--- config.mk ---
export PLATFORM = sky130hd
export DESIGN_NAME = video_frame_sequencer
export DESIGN_NICKNAME = d
export VERILOG_FILES = /design/src/rtl/video_pkg.sv /design/src/rtl/video_pos_counter.sv /design/src/rtl/video_frame_sequencer.sv
export SDC_FILE = /design/constraint.sdc
export NUM_CORES = 1
export LEC_CHECK = 0
export ABC_CLOCK_PERIOD_IN_PS = 2900
export CAP_MARGIN = 15
export CORE_ASPECT_RATIO = 0.6
export CORE_UTILIZATION = 30
export DETAILED_ROUTE_END_ITERATION = 8
export GPL_TIMING_DRIVEN = 0
export HOLD_SLACK_MARGIN = 0.12
export SETUP_SLACK_MARGIN = 0.3
export SYNTH_ARGS = -nofsm -noshare
export SYNTH_HDL_FRONTEND = slang
export SYNTH_SLANG_ARGS = --single-unit
--- constraint.sdc ---
create_clock -name clk -period 2.9 [get_ports clk]
set_input_delay 0.87 -clock clk [delete_from_list [all_inputs] [get_ports clk]]
set_output_delay 0.87 -clock clk [all_outputs]
set_load 0.05 [all_outputs]
--- src/rtl/video_pkg.sv ---
// Shared defaults, state encoding and a counter-width helper for the
// video frame sequencer.
package video_pkg;

  localparam int H_ACTIVE_DEF  = 640;
  localparam int V_ACTIVE_DEF  = 480;
  localparam int DATA_W_DEF    = 8;
  localparam int FRAME_GAP_DEF = 16;

  typedef enum logic [2:0] {
    ST_IDLE   = 3'd0,
    ST_REARM  = 3'd1,
    ST_LAUNCH = 3'd2,
    ST_STREAM = 3'd3,
    ST_GAP    = 3'd4
  } seq_state_e;

  // Counter width for a count of n states, never narrower than one bit.
  function automatic int cnt_w(input int n);
    return (n > 1) ? $clog2(n) : 1;
  endfunction

endpackage

--- src/rtl/video_pos_counter.sv ---
// Column/row position tracking for one frame; flags the first pixel,
// the end of each line and the expected final pixel.
module video_pos_counter
  import video_pkg::*;
#(
  parameter int H_ACTIVE = H_ACTIVE_DEF,
  parameter int V_ACTIVE = V_ACTIVE_DEF
) (
  input  logic clk,
  input  logic rst,
  input  logic clear,
  input  logic beat,
  output logic at_sof,
  output logic at_eol,
  output logic at_final
);

  localparam int CW = cnt_w(H_ACTIVE);
  localparam int RW = cnt_w(V_ACTIVE);
  localparam logic [CW-1:0] COL_LAST = CW'(H_ACTIVE - 1);
  localparam logic [RW-1:0] ROW_LAST = RW'(V_ACTIVE - 1);
  localparam logic [CW-1:0] COL_ONE  = CW'(1'b1);
  localparam logic [RW-1:0] ROW_ONE  = RW'(1'b1);

  logic [CW-1:0] col_q, col_d;
  logic [RW-1:0] row_q, row_d;

  // Next position: advance on each accepted beat, wrap at line and frame end.
  always_comb begin
    col_d = col_q;
    row_d = row_q;
    if (clear) begin
      col_d = '0;
      row_d = '0;
    end else if (beat) begin
      if (col_q == COL_LAST) begin
        col_d = '0;
        if (row_q == ROW_LAST) begin
          row_d = '0;
        end else begin
          row_d = row_q + ROW_ONE;
        end
      end else begin
        col_d = col_q + COL_ONE;
        row_d = row_q;
      end
    end else begin
      col_d = col_q;
      row_d = row_q;
    end
  end

  // Position registers.
  always_ff @(posedge clk) begin
    if (rst) begin
      col_q <= '0;
      row_q <= '0;
    end else begin
      col_q <= col_d;
      row_q <= row_d;
    end
  end

  assign at_sof   = (col_q == '0) && (row_q == '0);
  assign at_eol   = (col_q == COL_LAST);
  assign at_final = (col_q == COL_LAST) && (row_q == ROW_LAST);

endmodule

--- src/rtl/video_frame_sequencer.sv ---
// Re-arms and launches a single-shot frame source once per frame and passes
// its pixels to the sink with zero latency, tagging start-of-frame and end-of-line.
module video_frame_sequencer
  import video_pkg::*;
#(
  parameter int H_ACTIVE  = H_ACTIVE_DEF,
  parameter int V_ACTIVE  = V_ACTIVE_DEF,
  parameter int DATA_W    = DATA_W_DEF,
  parameter int FRAME_GAP = FRAME_GAP_DEF
) (
  input  logic              clk,
  input  logic              rst,
  input  logic              run,
  input  logic              stop,
  input  logic [15:0]       cfg_frames,
  output logic              src_rst,
  output logic              src_start,
  input  logic [DATA_W-1:0] s_data,
  input  logic              s_valid,
  input  logic              s_last,
  output logic              s_ready,
  output logic [DATA_W-1:0] m_data,
  output logic              m_valid,
  output logic              m_user,
  output logic              m_last,
  input  logic              m_ready,
  output logic              busy,
  output logic              done,
  output logic [15:0]       frame_cnt,
  output logic              err_short,
  output logic              err_long
);

  localparam int GW = cnt_w(FRAME_GAP);
  localparam logic [GW-1:0] GAP_LAST = GW'(FRAME_GAP - 1);
  localparam logic [GW-1:0] GAP_ONE  = GW'(1'b1);

  seq_state_e    state_q, state_d;
  logic [15:0]   frames_q, frames_d;
  logic [15:0]   frame_cnt_q, frame_cnt_d;
  logic [GW-1:0] gap_q, gap_d;
  logic          err_short_q, err_short_d;
  logic          err_long_q, err_long_d;
  logic          done_q, done_d;
  logic          src_rst_q, src_rst_d;
  logic          src_start_q, src_start_d;
  logic          busy_q, busy_d;
  logic          stop_seen_q, stop_seen_d;

  logic        in_stream_s, beat_s, frame_end_s, clear_s;
  logic        at_sof_s, at_eol_s, at_final_s;
  logic [15:0] cnt_inc_s;

  assign in_stream_s = (state_q == ST_STREAM);
  assign s_ready     = in_stream_s & m_ready;
  assign m_valid     = in_stream_s & s_valid;
  assign m_data      = s_data;
  assign m_user      = m_valid & at_sof_s;
  assign m_last      = m_valid & at_eol_s;
  assign beat_s      = s_valid & s_ready;
  assign frame_end_s = beat_s & (s_last | at_final_s);
  assign cnt_inc_s   = frame_cnt_q + 16'd1;
  assign clear_s     = (state_d == ST_REARM) && (state_q != ST_REARM);

  video_pos_counter #(
    .H_ACTIVE (H_ACTIVE),
    .V_ACTIVE (V_ACTIVE)
  ) u_pos (
    .clk      (clk),
    .rst      (rst),
    .clear    (clear_s),
    .beat     (beat_s),
    .at_sof   (at_sof_s),
    .at_eol   (at_eol_s),
    .at_final (at_final_s)
  );

  // Sequencer next-state logic.
  always_comb begin
    state_d     = state_q;
    frames_d    = frames_q;
    frame_cnt_d = frame_cnt_q;
    gap_d       = gap_q;
    err_short_d = err_short_q;
    err_long_d  = err_long_q;
    stop_seen_d = stop_seen_q;
    done_d      = 1'b0;
    case (state_q)
      ST_IDLE: begin
        if (run) begin
          frames_d    = cfg_frames;
          frame_cnt_d = 16'd0;
          err_short_d = 1'b0;
          err_long_d  = 1'b0;
          stop_seen_d = 1'b0;
          state_d     = ST_REARM;
        end else begin
          state_d = ST_IDLE;
        end
      end
      ST_REARM:  state_d = ST_LAUNCH;
      ST_LAUNCH: state_d = ST_STREAM;
      ST_STREAM: begin
        stop_seen_d = stop_seen_q | stop;
        if (frame_end_s) begin
          frame_cnt_d = cnt_inc_s;
          gap_d       = '0;
          // A frame that ends off the expected final pixel is flagged either way.
          if (s_last && !at_final_s) begin
            err_short_d = 1'b1;
          end else begin
            err_short_d = err_short_q;
          end
          if (at_final_s && !s_last) begin
            err_long_d = 1'b1;
          end else begin
            err_long_d = err_long_q;
          end
          if ((frames_q != 16'd0) && (cnt_inc_s == frames_q)) begin
            state_d = ST_IDLE;
            done_d  = 1'b1;
          end else if (stop || stop_seen_q) begin
            state_d = ST_IDLE;
          end else begin
            state_d = ST_GAP;
          end
        end else begin
          state_d = ST_STREAM;
        end
      end
      ST_GAP: begin
        if (stop) begin
          state_d = ST_IDLE;
        end else if (gap_q == GAP_LAST) begin
          state_d = ST_REARM;
        end else begin
          gap_d   = gap_q + GAP_ONE;
          state_d = ST_GAP;
        end
      end
      default: state_d = ST_IDLE;
    endcase
    src_rst_d   = (state_d == ST_REARM);
    src_start_d = (state_d == ST_LAUNCH);
    busy_d      = (state_d != ST_IDLE);
  end

  // Sequencer state and registered outputs.
  always_ff @(posedge clk) begin
    if (rst) begin
      state_q     <= ST_IDLE;
      frames_q    <= 16'd0;
      frame_cnt_q <= 16'd0;
      gap_q       <= '0;
      err_short_q <= 1'b0;
      err_long_q  <= 1'b0;
      done_q      <= 1'b0;
      src_rst_q   <= 1'b0;
      src_start_q <= 1'b0;
      busy_q      <= 1'b0;
      stop_seen_q <= 1'b0;
    end else begin
      state_q     <= state_d;
      frames_q    <= frames_d;
      frame_cnt_q <= frame_cnt_d;
      gap_q       <= gap_d;
      err_short_q <= err_short_d;
      err_long_q  <= err_long_d;
      done_q      <= done_d;
      src_rst_q   <= src_rst_d;
      src_start_q <= src_start_d;
      busy_q      <= busy_d;
      stop_seen_q <= stop_seen_d;
    end
  end

  assign src_rst   = src_rst_q;
  assign src_start = src_start_q;
  assign busy      = busy_q;
  assign done      = done_q;
  assign frame_cnt = frame_cnt_q;
  assign err_short = err_short_q;
  assign err_long  = err_long_q;

endmodule

==> impl_metrics.env <==
export IMPL_status="finished clean"
export IMPL_antenna_found_initial=0
export IMPL_avgRoutedWirePerCell_microns=15.0
export IMPL_fin_tns_setup_ns=0
export IMPL_drc=0
export IMPL_cts_sinks=65
export IMPL_grt_max_degree=11
export IMPL_cts_tree="yes"
export IMPL_n_antenna_cell=0
export IMPL_grt_ovfl_total=0
export IMPL_vias_per_cell=5.02
export IMPL_synthMostInstantiatedCell="dfxtp_1"
export IMPL_cp_max_fo=3
export IMPL_clk_latency_ns=0.33
export IMPL_final_antenna_net_count=0
export IMPL_cts_made_buffers=9
export IMPL_avgSynthCellArea_sq_um=8.19
export IMPL_port_buffers=56
export IMPL_yosys_area_top_type="dfxtp_1"
export IMPL_whs_ns=0.490
export IMPL_die_x_microns=140
export IMPL_syn_cell_area_sq_um=3450
export IMPL_hold_class="reg -> reg"
export IMPL_htree_levels=3
export IMPL_finalSetupViolCount=0
export IMPL_worst_pin_slew_ns=0.830
export IMPL_ys_flop_type="dfxtp_1"
export IMPL_slew_headroom_pct=44.6
export IMPL_synthTopCellsByCount="dfxtp_1 (65), nand2_1 (57), nor2_1 (41)"
export IMPL_hold_viol=0
export IMPL_synth_fa_ha_area_share_pct=2.18
export IMPL_skew_ns=0.00601
export IMPL_multi_input_area_sq_um=1980
export IMPL_r2r_start="frame_cnt[3]$_SDFFE_PP0P_"
export IMPL_drv_slew=0
export IMPL_synth_compound_area_share_pct=11.5
export IMPL_ys_async_sr_fraction_pct=0
export IMPL_die_area_sq_um=11900
export IMPL_period_needed_ns=2.58
export IMPL_ys_types=58
export IMPL_die_h_microns=85.1
export IMPL_track_usage_pct=16.7
export IMPL_post_place_ws_ns=-0.623
export IMPL_synth_top_family_by_area="simple AND/OR/NAND/NOR gates"
export IMPL_fin_crit_sh_pct=88.8
export IMPL_first_pass_iters=5
export IMPL_hold_buffers=0
export IMPL_vdd_drop_max_mv=0.287
export IMPL_utilization_pct=42.6
export IMPL_synth_xor_area_share_pct=11.7
export IMPL_syn_nets=458
export IMPL_synth_warning_count=0
export IMPL_grt_pass1_vias=2913
export IMPL_place_gp_congestion=0.826
export IMPL_ios=65
export IMPL_crit_start="m_ready"
export IMPL_fillers=1110
export IMPL_synthMuxAreaShare_pct=0.290
export IMPL_synth_seq_cells=65
export IMPL_rows=29
export IMPL_holdCritStartpoint="err_long$_SDFFE_PP0P_"
export IMPL_path_clk_slew_ns=0.05
export IMPL_synthCells=421
export IMPL_synth_seq_area_share_pct=37.7
export IMPL_cts_root_buf="clkbuf_16"
export IMPL_finalPower_mw=2.33
export IMPL_max_freq_mhz=388
export IMPL_required_ns=2.03
export IMPL_core_area_sq_um=10900
export IMPL_p_leak_nw=1.74
export IMPL_layout_drive_gt1_share_pct=14.2
export IMPL_synth_area_leaders="dfxtp_1 (38%), xnor2_1 (6.3%), nand2_1 (6.2%)"
export IMPL_start_util_pct=31.7
export IMPL_area_growth_pct=34.6
export IMPL_cts_max_path_buffers=2
export IMPL_p_per_area_nw_per_um2=502
export IMPL_register_area_sq_um=1310
export IMPL_start_kind="input port"
export IMPL_synth_top_area_share_pct=37.7
export IMPL_setup_slack_ns=0.324
export IMPL_cp_end_kind="output pin"
export IMPL_post_synth_and_or_nand_nor_area_fraction_pct=29.8
export IMPL_post_dp_hpwl_microns=7140
export IMPL_synth_edf_count=0
export IMPL_arrival_ns=1.71
export IMPL_rsz0062_at_grt="true"
export IMPL_drv_cap=0
export IMPL_grt_pass1_wl_microns=15300
export IMPL_wl_microns=9590
export IMPL_drt_iter0_drc=228
export IMPL_vias=3212
export IMPL_final_nets=533
export IMPL_critPathKind="in -> out"
-- final timing paths --
path                                              end  slack [ns]  depth (start not counted)
worst max-delay path                          s_ready        0.32                          3
worst min register to register  err_long$_SDFFE_PP0P_        0.49                          2
worst min-delay path            err_long$_SDFFE_PP0P_        0.49                          2
worst max register to register        done$_SDFF_PP0_        0.40                          8
-- report_power, final --
group,internal (mW),switching [mW]
registers,0.917,0.0248
clock network,0.735,0.390
logic,0.111,0.154
total,1.76,0.569
-- cells by family (layout without fill, tap and decap cells) --
logic type	count (synthesis)	in the layout
xor gates and xnor gates	46	46
DFF	65	65
muxes	1	1
and+or+nand+nor	200	200
adders and majority gates	6	6
AOI/OAI and AO/OA	66	66
buffers and inverters	37	117
-- flip-flops by register name (all words and copies together), names as in the netlist, 3 cells and up --
| signal | count |
|---|---|
| frame_cnt | 16 |
| frames_q | 16 |
| gap_q | 4 |
| state_q | 3 |
| u_pos.col_q | 10 |
| u_pos.row_q | 9 |
-- metrics by stage --
step	cell area (sq um)	instances
after floorplan	3470	421
after CTS	4580	637
after detailed placement	4200	616
final	4640	640
after global placement	4200	616
after global routing	4640	640
-- cells in the final DEF (no fill, tap or decap), types with 4 or more instances in the layout --
master / count
dfxtp_1: 62
nand2_1: 57
nor2_1: 41
clkdlybuf4s50_1: 40
a21oi_1: 33
xnor2_1: 25
xor2_1: 21
buf_4: 20
nand4_1: 14
nor3_1: 13
clkbuf_1: 11
nand3_1: 11
o21ai_0: 11
nor4_1: 9
clkbuf_16: 9
inv_1: 7
or3_1: 7
dlymetal6s2s_1: 7
nand2b_1: 6
buf_2: 6
ha_1: 6
and3_1: 5
buf_6: 4
and2_1: 4
clkbuf_8: 4
dlygate4sd2_1: 4
-- repair_timing --
action	in CTS	in global routing
buffers inserted	5	3
pin swaps	2	4
gates resized for setup	38	15
endpoints found under the setup margin	38	19
-- final cells by class --
type | count | share of cell area, %
multi-input combinational | 319 | 42.6
clock buffer | 14 | 5.90
timing repair buffer | 64 | 13.6
buffer | 30 | 4.72
sequential | 65 | 28.2
inverter | 7 | 0.566
clock inverter | 2 | 0.755
tap | 139 | 3.75
-- metal layers --
metal / wire length, microns / vias up / share of wire (%) / global-route usage [%]
li1: - / 1614 / - / -
met1: 4970 / 1475 / 52 / 25.3
met2: 3830 / 109 / 40 / 22.3
met3: 700 / 14 / 7.3 / 5.02
met4: 98 / 0 / 1.0 / 4.40
met5: 0 / - / 0 / 0
-- worst max-delay path: stages --
cell	delay [ns]
clkdlybuf4s50_1	0.51
and2_1	0.14
buf_4	0.19
Note: power is estimated with default switching activity, not from simulation.
